**src/rtl/video_timing_rx.sv**
```systemverilog
// Sync-stream receiver: recovers active-area coordinates, measures line
// and frame geometry from hsync/vsync/DE, and reports lock status.
module video_timing_rx #(
  parameter bit HS_POL      = 1'b0,
  parameter bit VS_POL      = 1'b0,
  parameter int LOCK_FRAMES = 2,
  parameter int TIMEOUT     = 4000
) (
  input  logic        clk,
  input  logic        reset,
  input  logic        hsync_in,
  input  logic        vsync_in,
  input  logic        de_in,
  output logic        de_out,
  output logic [11:0] hpos_out,
  output logic [11:0] vpos_out,
  output logic [11:0] htotal,
  output logic [11:0] hactive,
  output logic [11:0] vtotal,
  output logic [11:0] vactive,
  output logic        frame_start,
  output logic        locked,
  output logic        err,
  output logic        timeout
);

  localparam logic [11:0] TO_CNT = 12'(TIMEOUT);
  localparam logic [3:0]  LOCK_N = 4'(LOCK_FRAMES);

  typedef enum logic [1:0] {
    SEARCH  = 2'd0,
    ACQUIRE = 2'd1,
    LOCKED  = 2'd2
  } state_t;

  function automatic logic [11:0] sat_inc(input logic [11:0] v);
    return (v == 12'hfff) ? v : v + 12'd1;
  endfunction

  logic hs1_q, vs1_q, de1_q;
  logic hs2_q, vs2_q, de2_q;
  logic hs_edge, vs_edge, de_rise, de_fall;

  assign hs_edge = (hs1_q == HS_POL) && (hs2_q != HS_POL);
  assign vs_edge = (vs1_q == VS_POL) && (vs2_q != VS_POL);
  assign de_rise = de1_q && !de2_q;
  assign de_fall = !de1_q && de2_q;

  // Register raw inputs once and keep the previous sample for edge detection
  always_ff @(posedge clk or posedge reset) begin
    if (reset) begin
      hs1_q <= 1'b0; vs1_q <= 1'b0; de1_q <= 1'b0;
      hs2_q <= 1'b0; vs2_q <= 1'b0; de2_q <= 1'b0;
    end else begin
      hs1_q <= hsync_in; vs1_q <= vsync_in; de1_q <= de_in;
      hs2_q <= hs1_q;    vs2_q <= vs1_q;    de2_q <= de1_q;
    end
  end

  logic        de_q, first_q;
  logic [11:0] hpos_q, vpos_q;

  // Active-area coordinates aligned with the delayed DE
  always_ff @(posedge clk or posedge reset) begin
    if (reset) begin
      de_q <= 1'b0; first_q <= 1'b0;
      hpos_q <= '0; vpos_q <= '0;
    end else begin
      de_q <= de1_q;
      if (de_rise)    hpos_q <= '0;
      else if (de1_q) hpos_q <= sat_inc(hpos_q);
      if (vs_edge) begin
        vpos_q  <= '0;
        first_q <= !de_rise;
      end else if (de_rise) begin
        first_q <= 1'b0;
        if (!first_q) vpos_q <= sat_inc(vpos_q);
      end
    end
  end

  logic [11:0] lcnt_q, htotal_q, run_q, hactive_q;
  logic [11:0] ht_d;

  assign ht_d = sat_inc(lcnt_q);

  // Clocks per line and DE run length
  always_ff @(posedge clk or posedge reset) begin
    if (reset) begin
      lcnt_q <= '0; htotal_q <= '0;
      run_q  <= '0; hactive_q <= '0;
    end else begin
      if (hs_edge) begin
        lcnt_q   <= '0;
        htotal_q <= ht_d;
      end else begin
        lcnt_q <= sat_inc(lcnt_q);
      end
      if (de_rise)    run_q <= 12'd1;
      else if (de1_q) run_q <= sat_inc(run_q);
      if (de_fall) hactive_q <= run_q;
    end
  end

  logic [11:0] hcnt_q, dcnt_q, vtotal_q, vactive_q, prev_vt_q, ht_first_q;
  logic        ht_seen_q, ht_bad_q, skip_q;
  logic [11:0] vt_d;
  logic        ht_mis, frame_ok;

  // A coincident hsync edge belongs to the frame that is closing
  assign vt_d     = hs_edge ? sat_inc(hcnt_q) : hcnt_q;
  assign ht_mis   = hs_edge && ht_seen_q && (ht_d != ht_first_q);
  assign frame_ok = !(ht_bad_q || ht_mis) &&
                    (skip_q || (vt_d == prev_vt_q));

  // Per-frame line/DE counts and line-length consistency
  always_ff @(posedge clk or posedge reset) begin
    if (reset) begin
      hcnt_q <= '0; dcnt_q <= '0;
      vtotal_q <= '0; vactive_q <= '0;
      prev_vt_q <= '0; ht_first_q <= '0;
      ht_seen_q <= 1'b0; ht_bad_q <= 1'b0;
    end else if (vs_edge) begin
      vtotal_q  <= vt_d;
      vactive_q <= dcnt_q;
      prev_vt_q <= vt_d;
      hcnt_q    <= '0;
      dcnt_q    <= {11'd0, de_rise};
      ht_seen_q <= 1'b0;
      ht_bad_q  <= 1'b0;
    end else begin
      if (hs_edge) begin
        hcnt_q <= sat_inc(hcnt_q);
        if (!ht_seen_q) begin
          ht_first_q <= ht_d;
          ht_seen_q  <= 1'b1;
        end
      end
      if (ht_mis)  ht_bad_q <= 1'b1;
      if (de_rise) dcnt_q <= sat_inc(dcnt_q);
    end
  end

  state_t     state_q;
  logic [3:0] good_q, good_d;
  logic       locked_q, err_q, timeout_q, fs_q;
  logic       to_hit;

  assign good_d = good_q + 4'd1;
  assign to_hit = (lcnt_q == TO_CNT) && !hs_edge;

  // Lock state machine with registered status outputs
  always_ff @(posedge clk or posedge reset) begin
    if (reset) begin
      state_q <= SEARCH; good_q <= '0; skip_q <= 1'b0;
      locked_q <= 1'b0; err_q <= 1'b0;
      timeout_q <= 1'b0; fs_q <= 1'b0;
    end else begin
      err_q <= 1'b0;
      fs_q  <= vs_edge;
      if (hs_edge) timeout_q <= 1'b0;
      if (to_hit) begin
        state_q   <= SEARCH;
        locked_q  <= 1'b0;
        timeout_q <= 1'b1;
        good_q    <= '0;
        skip_q    <= 1'b0;
        err_q     <= (state_q == LOCKED);
      end else if (vs_edge) begin
        case (state_q)
          SEARCH: begin
            state_q <= ACQUIRE;
            good_q  <= '0;
            skip_q  <= 1'b1;
          end
          ACQUIRE: begin
            skip_q <= 1'b0;
            if (frame_ok) begin
              good_q <= good_d;
              if (good_d >= LOCK_N) begin
                state_q  <= LOCKED;
                locked_q <= 1'b1;
              end
            end else begin
              good_q <= '0;
            end
          end
          LOCKED: begin
            if (!frame_ok) begin
              state_q  <= ACQUIRE;
              locked_q <= 1'b0;
              err_q    <= 1'b1;
              good_q   <= '0;
            end
          end
          default: begin
            state_q  <= SEARCH;
            locked_q <= 1'b0;
          end
        endcase
      end
    end
  end

  assign de_out      = de_q;
  assign hpos_out    = hpos_q;
  assign vpos_out    = vpos_q;
  assign htotal      = htotal_q;
  assign hactive     = hactive_q;
  assign vtotal      = vtotal_q;
  assign vactive     = vactive_q;
  assign frame_start = fs_q;
  assign locked      = locked_q;
  assign err         = err_q;
  assign timeout     = timeout_q;

endmodule

```
**config.mk**
```make
export PLATFORM = sky130hd
export DESIGN_NAME = video_timing_rx
export DESIGN_NICKNAME = d
export VERILOG_FILES = /design/src/rtl/video_timing_rx.sv
export SDC_FILE = /design/constraint.sdc
export NUM_CORES = 1
export LEC_CHECK = 0
export CAP_MARGIN = 0
export CORE_MARGIN = 4
export CORE_UTILIZATION = 39
export DETAILED_ROUTE_END_ITERATION = 7
export SLEW_MARGIN = 20
export SYNTH_ARGS = -nofsm -noshare
export SYNTH_HDL_FRONTEND = slang
export SYNTH_SLANG_ARGS = --single-unit
```
**constraint.sdc**
```tcl
create_clock -name clk -period 9.3 [get_ports clk]
set_input_delay 1.86 -clock clk [delete_from_list [all_inputs] [get_ports clk]]
set_output_delay 1.86 -clock clk [all_outputs]
set_load 0.01 [all_outputs]
```
* Word level (Yosys, flattened, before mapping)
Cells that the tools add are included.
** Operators by class
- Add/subtract/negate cells :: 7
- Magnitude comparators :: 1
- Eq/ne operators :: 20
- Multiplexer cells :: 50
- Bitwise gates (word level) :: 4
- Reduce and logical (&&, ||, !) cells :: 33
** Operator list (number)
- 12-bit 2-to-1 mux :: 18
- 12-bit equality test (second input constant) :: 7
- 12-bit by 1-bit adder with 12-bit output (second input constant) :: 6
- 1-bit 2-to-1 mux :: 19
- 4-bit 2-to-1 mux :: 4
- 12-bit equality test :: 1
- 12-bit inequality test :: 1
- 2-bit inequality test (second input constant) :: 6
- 4-bit one-hot mux with 3 select lines :: 1
- 2-bit nonzero test :: 6
- 2-bit 2-to-1 mux :: 5
- 3-bit inequality test (second input constant) :: 3
- 3-bit AND reduction :: 3
- 1-bit logical AND :: 8
- 2-bit AND reduction :: 4
- 2-bit one-hot mux with 3 select lines :: 1
- 1-bit zero test :: 5
- 5-bit AND reduction :: 1
- 4-bit by 1-bit adder with 4-bit output (second input constant) :: 1
- 4-bit by 2-bit >= comparator with 1-bit output (second input constant) :: 1
- 1-bit inverter :: 4
- 4-bit AND reduction :: 1
- 4-bit nonzero test :: 1
- 1-bit one-hot mux with 3 select lines :: 1
- 6 further kinds :: 7
** Word-level totals
- Flip-flop bits (word level) :: 152
- Input port bits :: 5
- Output and inout port bits :: 77

* Depth between registers and ports, before layout
Gate-level depths: netlist of the first run.
- Word-level depth :: 11
- Gate-level depth with buffers :: 13
- Gate-level depth less buffers :: 10

* Worst setup path after synthesis of the first run
OpenSTA, ideal clock, no wires.
- Kind :: register to register
- Start :: register lcnt_q[0]
- End :: register good_q[0]
- Library setup time :: 0.082 ns
- Arrival :: 2.947 ns
- Path slack :: 6.272 ns
- Cell stages (with the launch flop) :: 12
- Clock period less this slack :: 3.028 ns
- Cells stage by stage :: dfrtp_1 -> ha_1 -> clkbuf_1 -> nand3_1 -> clkbuf_1 -> nand2_1 -> a32o_1 -> or4_1 -> o31ai_4 -> nand2_1 -> or3_1 -> a31oi_1
** On the way
- Word-level cells in the longest chain between the ends :: 11
** Ends and longest elaborated chain
- start, declared :: line 82 : logic [11:0] lcnt_q, htotal_q, run_q, hactive_q;
- start signal, assigned :: line 97 : lcnt_q <= sat_inc(lcnt_q);
- 12-bit by 1-bit adder with 12-bit output or 12-bit equality test (tied branches) :: line 37 : return (v == 12'hfff) ? v : v + 12'd1;
- 12-bit 2-to-1 mux
- 12-bit inequality test :: line 112 : assign ht_mis = hs_edge && ht_seen_q && (ht_d != ht_first_q);
- 1-bit logical AND :: line 112
- 1-bit logical OR :: line 113 : assign frame_ok = !(ht_bad_q || ht_mis) &&
- 1-bit zero test :: line 113
- 1-bit logical AND :: line 113
- 4-bit 2-to-1 mux :: line 178 : if (frame_ok) begin
- 4-bit one-hot mux with 3 select lines :: line 170 : case (state_q)
- 4-bit 2-to-1 mux :: line 169 : end else if (vs_edge) begin
- 4-bit 2-to-1 mux :: line 162 : if (to_hit) begin
- end signal, assigned :: line 179 : good_q <= good_d;
- end, declared :: line 145 : logic [3:0] good_q, good_d;
Parallel ways exist; a longest one is shown, timed or not. The select of a mux whose other input is x is not followed.
A chain may end at the register's enable or synchronous reset.

* Final worst setup path of the first run
- Start :: register lcnt_q[0]
- End :: register good_q[1]
Same word-level chain as after synthesis.

==> results.cfg, run 1 <==
[synthesis]
syn_area_per_cell_um2 = 9.22
yosysTopAreaCell = dfrtp_1
ys_ff_latch = 152
async_reset_ff_share_pct = 100
yosysSeqAreaShare_pct = 49.4
synthCells = 835
synthFlopType = dfrtp_1
syn-num-nets = 849
synth_top_area_share_pct = 49.4
synth_area_leaders = dfrtp_1 (49%), nand2_1 (5.8%), o21ai_0 (5.1%)
yosys_warnings = 0
synth_area_um2 = 7700
synth-edff-count = 0
synthDistinctLibCells = 66

[critical_path]
start_kind = flop
crit_family = simple AND/OR/NAND/NOR gates
crit_start = lcnt_q[0]$_DFF_PP0_
rr_worst_depth = 10
endpoint = good_q[1]$_DFFE_PP0P_
crit_fanout = 13
crit_required_ns = 9.63
cp_slowest_cell = or4_1
worst_setup_path_end_kind = flop
cp.buffers_inverters = 0
path_cells = ha_1 -> nand3_1 -> o211ai_1 -> o21ai_0 -> a32o_1 -> or4_1 -> o31ai_4 -> nand2_1 -> or3_1 -> a31oi_1
cp.arrival_ns = 4.07
r2r_setup_slack_ns = 5.56
crit_type = reg2reg
cpPeakStageDelay_ns = 0.60
rr_endpoint = good_q[1]$_DFFE_PP0P_
cp.depth = 10
rr_startpoint = lcnt_q[0]$_DFF_PP0_

[floorplanning]
rows = 51
fp.dieArea_um2 = 22000
core-area_um2 = 19500
die_x_um = 148
io_pins = 82
die_h_um = 148
start_util_pct = 39.5

[routing]
ant_nets = 0
vias = 6155
vias_per_cell = 5.24
avgRoutedWirePerCell_um = 15.1
first_pass_iters = 5
totalWireLength_um = 17700
drc_errors = 0
drtIter0Drc = 498

[min_path]
hp-class = reg2reg

[clock_tree]
postCtsHoldBufs = 0
htree_levels = 4
cts_resized = 0
numCtsBuffers = 17
clockBufferDepth = 2
root_buffer = clkbuf_16
clk_pin_slew_worst_paths_ns = 0.07
clock_latency_ns = 0.42
cts_setup_buffers = 0
tritoncts = built
cts_sinks = 152

[timing]
period_minus_slack_ns = 3.74
hold_ws_ns = 0.379
rsz0062_at_grt = false
finalSetupTns_ns = 0
skew_ns = 0.0110
slew_viol_final = 0
setup_viol = 0
worst_pin_slew_ns = 0.988
fmax_mhz = 267
max_slew_margin_pct = 33.7
min_period_over_period_pct = 40.2
hold_viol = 0

[global_routing]
use_met3_pct = 3.72
grt_pass1_vias = 5862
overflow = 0
grt_antenna_before_repair = 0
use_met1_pct = 24.3
grt_max_degree = 89
grt.total_usage_pct = 16.5
use_met2_pct = 24.5
grt_first_pass_wirelength_um = 30000
top_usage_layer = met2

[layout]
final_common_cell = dfrtp_1
layout-drive-gt1-share_pct = 6.71
mostFrequentLayoutCells = dfrtp_1 (152), nand2_1 (118), nor2_1 (91)
diodes = 0
syn_to_final_growth_pct = 20.8
final_nets = 911

[power]
combPwrFrac_pct = 17.0
p_int_mw = 1.30
clock_power_share_pct = 38.8
switching_share_pct = 28.8
p_sw_uw = 526
ir_drop_mv = 0.137
powerDensity_nw_per_um2 = 197
leakage_nw = 3.96
seq_power_share_pct = 44.1

[placement]
portBuffers = 81
gp_congestion = 0.865
place.detailed.hpwl_um = 11800

[run]
cap_violations = 0

[outcome]
status = complete, no violations
==> synthesized netlist by cell type (all sizes together), types with 9 or more instances <==
library cell,number
clkbuf,26
o21ai,81
and3,9
dfrtp,152
inv,26
a21oi,24
nand3,43
ha,9
mux2,14
xor2,28
nor2b,11
or3,17
nor2,91
nor3,17
nand2,118
buf,18
nand4,29
xnor2,18
==> cell families (layout without fill, tap and decap cells) <==
group	Yosys count	in the layout	synth area share (%)
AOI/OAI and AO/OA	161	161	12.7
xor gates and xnor gates	46	46	5.23
adders and majority gates	9	9	1.46
buffers and inverters	70	144	3.87
DFF	152	152	49.4
muxes	22	22	3.09
and+or+nand+nor	375	375	24.2
==> sequential cells by signal, indices dropped and copies added (netlist names), 12 cells and up <==
name / count
dcnt_q: 12
hactive: 12
hcnt_q: 12
hpos_out: 12
ht_first_q: 12
htotal: 12
lcnt_q: 12
prev_vt_q: 12
run_q: 12
vactive: 12
vpos_out: 12
==> power by group through the flow <==
stage / sequential [mW] / clock (mW) / combinational, mW
2_1_floorplan: 0.794 / 0 / 0.221
3_3_place_gp: 0.816 / 0 / 0.307
3_5_place_dp: 0.816 / 0 / 0.312
4_1_cts: 0.805 / 0.726 / 0.314
5_1_grt: 0.817 / 0.755 / 0.353
6_report: 0.806 / 0.710 / 0.311
==> final cells by class <==
class	instances	area, µm²
Clock inverter	11	148
Clock buffer	20	457
Fill cell	1845	10200
Sequential cell	152	3800
Inverter	26	103
Multi-Input combinational cell	613	3600
Timing Repair Buffer	87	856
Tap cell	265	332
==> through the flow <==
step	area, µm²	std cells	util (%)	setup WS (ns)	power [mW]
after detailed placement	8690	1143	44.6	5.41	1.13
after global routing	9300	1174	47.8	5.31	1.93
after CTS	9290	1174	47.7	5.61	1.84
after global placement	8690	1143	44.6	5.44	1.12
after floorplan	7700	835	-	3.35	1.01
final	9300	1174	47.8	5.56	1.83
==> worst reg2reg max path: cells and delay by family (launching register included) <==
| kind | cells | cell delay, ns |
|---|---|---|
| and+or+nand+nor | 4 | 1.52 |
| adders and majority gates | 1 | 0.39 |
| DFF | 1 | 0.45 |
| AOI/OAI and AO/OA | 5 | 1.30 |
==> how the worst min path moves through the flow <==
stage	cells past startpoint	from	to	slack, ns
after floorplan	0	vs1_q$_DFF_PP0_	vs2_q$_DFF_PP0_	0.35
after global placement	0	vs1_q$_DFF_PP0_	vs2_q$_DFF_PP0_	0.35
after detailed placement	0	vs1_q$_DFF_PP0_	vs2_q$_DFF_PP0_	0.36
after CTS	0	vs1_q$_DFF_PP0_	vs2_q$_DFF_PP0_	0.38
after global routing	0	vs1_q$_DFF_PP0_	vs2_q$_DFF_PP0_	0.39
final	0	vs1_q$_DFF_PP0_	vs2_q$_DFF_PP0_	0.38
==> routing by layer <==
layer | up-vias | part of all wire, %
met5 | - | 0
met4 | 0 | 1.2
met3 | 15 | 4.4
met2 | 128 | 45
met1 | 2964 | 49
li1 | 3048 | -
No activity file was read; power rests on OpenSTA's default activity.
==> run 2: changes to the inputs <==
- clock period: 9.3 -> 3.5 ns (I/O delays scaled with it)
==> run 2 against run 1 <==
Against the previous run: register-to-register slack got worse by 5.3 ns; largest power group unchanged; clock power is 140% higher; cell count increased by 1.2%; fmax rose by 15%; clock skew shrank 0.0034 ns.
==> results.cfg, run 2 (synthesis gave the netlist of run 1 again) <==
[routing]
first_pass_iters = 7
vias = 6248
ant_nets = 0
avgRoutedWirePerCell_um = 15.3
vias_per_cell = 5.26
drc_errors = 0
drtIter0Drc = 388
totalWireLength_um = 18200

[timing]
fmax_mhz = 309
hold_ws_ns = 0.381
period_minus_slack_ns = 3.24
setup_viol = 0
slew_viol_final = 0
finalSetupTns_ns = 0
skew_ns = 0.00759
fin_ws_ns = 0.261
worst_pin_slew_ns = 0.849
rsz0062_at_grt = false
min_period_over_period_pct = 92.5
hold_viol = 0
max_slew_margin_pct = 43.4

[power]
powerDensity_nw_per_um2 = 503
combPwrFrac_pct = 18.6
leakage_nw = 4.01
clock_power_share_pct = 36.3
switching_share_pct = 30.0
ir_drop_mv = 0.341
p_sw_mw = 1.42
p_int_mw = 3.30
seq_power_share_pct = 45.1

[placement]
placedCellCount = 1158
post-place-ws_ns = 0.134
portBuffers = 81
place.detailed.hpwl_um = 12100
gp_congestion = 0.893

[critical_path]
crit_family = simple AND/OR/NAND/NOR gates
path_cells = and4b_1 -> nand4_2 -> mux2i_1 -> a2111o_1 -> or4_1 -> o31ai_2 -> nand2_1 -> or3_1 -> a31oi_1
crit_required_ns = 3.84
start_kind = flop
crit_type = reg2reg
cp_slowest_cell = or4_1
cpPeakStageDelay_ns = 0.59
crit_fanout = 6
cp.buffers_inverters = 0
worst_setup_path_end_kind = flop
cp.arrival_ns = 3.58

[global_routing]
grt_first_pass_wirelength_um = 30700
grt_max_degree = 153
grt.total_usage_pct = 17.0
grt_antenna_before_repair = 0
grt_pass1_vias = 6109
overflow = 0

[layout]
final_common_cell = dfrtp_1
layout-drive-gt1-share_pct = 8.78
final_cell_count_no_fill = 1188
final_nets = 926
mostFrequentLayoutCells = dfrtp_1 (152), nand2_1 (118), nor2_1 (91)
num-fill-cells = 1847
syn_to_final_growth_pct = 21.9
diodes = 0

[run]
cap_violations = 0

[floorplanning]
start_util_pct = 39.5
rows = 51
fp.dieArea_um2 = 22000
die_x_um = 148
core-area_um2 = 19500
die_h_um = 148
io_pins = 82

[outcome]
status = complete, no violations

[clock_tree]
postCtsHoldBufs = 0
tritoncts = built
clk_pin_slew_worst_paths_ns = 0.06
htree_levels = 4
root_buffer = clkbuf_16
clock_latency_ns = 0.42
numCtsBuffers = 17
cts_sinks = 152
clockBufferDepth = 2

[min_path]
hp-class = reg2reg
run 2: power groups by stage:
stage,clock [mW],sequential [mW],combinational [mW]
global placement,0,2.15,0.864
global route,1.83,2.15,0.997
floorplan,0,2.11,0.586
CTS,1.76,2.12,0.876
finish,1.71,2.13,0.879
detailed placement,0,2.15,0.871
run 2: final cells by class:
class	instances	area, µm²	area share [%]
Timing Repair Buffer	102	981	10.5
Sequential cell	152	3800	40.5
Clock buffer	21	480	5.12
Inverter	26	101	1.08
Clock inverter	9	67.6	0.720
Multi-Input combinational cell	613	3620	38.5
Tap cell	265	332	3.53
run 2: worst reg2reg max path, delay by kind of cell (launching register included):
family	cells	cell delay, ns
DFF	1	0.42
and+or+nand+nor	5	1.61
AOI/OAI and AO/OA	3	0.94
muxes	1	0.20
run 2: routing by layer:
layer | vias to the layer above | GRT usage (%) | wire (µm)
li1 | 3069 | - | -
met1 | 3031 | 23.7 | 8910
met2 | 127 | 26.3 | 8360
met3 | 21 | 3.81 | 660
met4 | 0 | 5.68 | 250
met5 | - | 0 | 0
run 2: metrics by stage:
step | power, mW | utilization, % | instance area [µm²]
after detailed placement | 3.02 | 45.3 | 8810
after global placement | 3.01 | 45.3 | 8810
after CTS | 4.76 | 48.1 | 9360
final | 4.72 | 48.2 | 9380
after global routing | 4.98 | 48.2 | 9380
after floorplan | 2.70 | - | 7700
run 2: timing repair:
item / CTS / global route
buffers inserted: 0 / 0
setup endpoints to repair: 0 / 8
gates resized for setup: 0 / 6
run 2: final timing paths:
path,depth (start not counted),slack [ns],startpoint,to
min in group asynchronous,3,0.84,reset,htotal[0]$_DFFE_PP0N_
min,0,0.38,vs1_q$_DFF_PP0_,vs2_q$_DFF_PP0_
min reg2reg,0,0.38,vs1_q$_DFF_PP0_,vs2_q$_DFF_PP0_
max reg2reg,9,0.26,hs1_q$_DFF_PP0_,good_q[1]$_DFFE_PP0P_
max,9,0.26,hs1_q$_DFF_PP0_,good_q[1]$_DFFE_PP0P_
max in group asynchronous,3,1.99,reset,hcnt_q[1]$_DFF_PP0_
==> run 3: changes to the inputs <==
- CTS_BUF_LIST: default -> sky130_fd_sc_hd__clkbuf_4 sky130_fd_sc_hd__clkbuf_8
- SLEW_MARGIN: 20 -> 15
==> run 3 against run 2 <==
Against the previous run: fmax hardly changed; hold slack better by 0.0018 ns; sequential power barely moved.
==> results.cfg, run 3 (synthesis gave the netlist of run 1 again) <==
[outcome]
status = complete, no violations

[floorplanning]
io_pins = 82
core-area_um2 = 19500
fp.dieArea_um2 = 22000
die_h_um = 148
die_x_um = 148
rows = 51
start_util_pct = 39.5

[min_path]
hp-class = reg2reg

[timing]
min_period_over_period_pct = 92.5
setup_viol = 0
hold_viol = 0
rsz0062_at_grt = false
hold_ws_ns = 0.383
slew_viol_final = 0
fmax_mhz = 309
period_minus_slack_ns = 3.24
finalSetupTns_ns = 0
worst_pin_slew_ns = 0.828
max_slew_margin_pct = 44.8
fin_ws_ns = 0.261
skew_ns = 0.0146

[critical_path]
r2r_setup_slack_ns = 0.26
start_kind = flop
crit_family = simple AND/OR/NAND/NOR gates
path_cells = and4b_1 -> nand4_2 -> mux2i_1 -> a2111o_1 -> or4_1 -> o31ai_2 -> nand2_1 -> or3_1 -> a31oi_1
cp.buffers_inverters = 0
cpPeakStageDelay_ns = 0.59
crit_type = reg2reg
cp_slowest_cell = or4_1
cp.arrival_ns = 3.60
worst_setup_path_end_kind = flop
crit_fanout = 6
crit_required_ns = 3.87

[placement]
place.detailed.hpwl_um = 12100
post-place-ws_ns = 0.134
place_area_um2 = 8810
portBuffers = 81
placedCellCount = 1158
gp_congestion = 0.893

[layout]
diodes = 0
final_common_cell = dfrtp_1
final_nets = 926
syn_to_final_growth_pct = 19.4
final_area_um2 = 9190
fin_util_pct = 47.2
mostFrequentLayoutCells = dfrtp_1 (152), nand2_1 (118), nor2_1 (91)
layout-drive-gt1-share_pct = 8.78
final_cell_count_no_fill = 1188

[routing]
first_pass_iters = 5
avgRoutedWirePerCell_um = 15.1
totalWireLength_um = 17900
drtIter0Drc = 385
ant_nets = 0
vias = 6241
drc_errors = 0
vias_per_cell = 5.25

[clock_tree]
root_buffer = clkbuf_8
clk_pin_slew_worst_paths_ns = 0.09
numCtsBuffers = 17
htree_levels = 4
postCtsHoldBufs = 0
clockBufferDepth = 2
tritoncts = built
cts_sinks = 152
clock_latency_ns = 0.45

[global_routing]
grt_pass1_vias = 6060
grt_antenna_before_repair = 0
grt_first_pass_wirelength_um = 30500
overflow = 0
grt_max_degree = 153
grt.total_usage_pct = 16.9

[power]
powerDensity_nw_per_um2 = 461
ir_drop_mv = 0.260
power.total_mw = 4.24
leakage_nw = 3.92

[run]
cap_violations = 0
==> run 3: changes by cell type in the layout (fill, tap and decap cells not counted) <==
cell,delta
clkbuf_16,-17
clkbuf_8,+17
==> run 3: worst paths after layout <==
check,depth (start not counted),from,endpoint
setup / recovery,9,hs1_q$_DFF_PP0_,good_q[1]$_DFFE_PP0P_
min in group asynchronous,3,reset,htotal[0]$_DFFE_PP0N_
hold reg to reg,0,vs1_q$_DFF_PP0_,vs2_q$_DFF_PP0_
setup reg to reg,9,hs1_q$_DFF_PP0_,good_q[1]$_DFFE_PP0P_
max in group asynchronous,3,reset,hcnt_q[10]$_DFF_PP0_
hold / removal,0,vs1_q$_DFF_PP0_,vs2_q$_DFF_PP0_
==> run 3: layer usage <==
| layer | up-vias | part of all wire (%) | track usage [%] |
|---|---|---|---|
| li1 | 3067 | - | - |
| met1 | 3031 | 50 | 23.6 |
| met2 | 120 | 46 | 26.3 |
| met3 | 23 | 3.5 | 3.75 |
| met4 | 0 | 1.4 | 5.45 |
| met5 | - | 0 | 0 |
==> run 3: repair_timing <==
action                                  4_1_cts  5_1_grt
endpoints found under the setup margin        0        7
endpoints found under the hold margin         0        0
setup buffers                                 0        0
resized for setup                             0        6
==> run 3: area by class of cell <==
cell class                      instances  area [µm²]
Clock buffer                           21         289
Clock inverter                          9        67.6
Fill cell                            1865       10300
Inverter                               26         101
Multi-Input combinational cell        613        3620
Sequential cell                       152        3800
Tap cell                              265         332
Timing Repair Buffer                  102         981
==> run 3: power by group <==
| part | internal (mW) | switching [mW] |
|---|---|---|
| clock network | 0.562 | 0.675 |
| logic | 0.402 | 0.475 |
| registers | 1.92 | 0.200 |
| total | 2.88 | 1.35 |
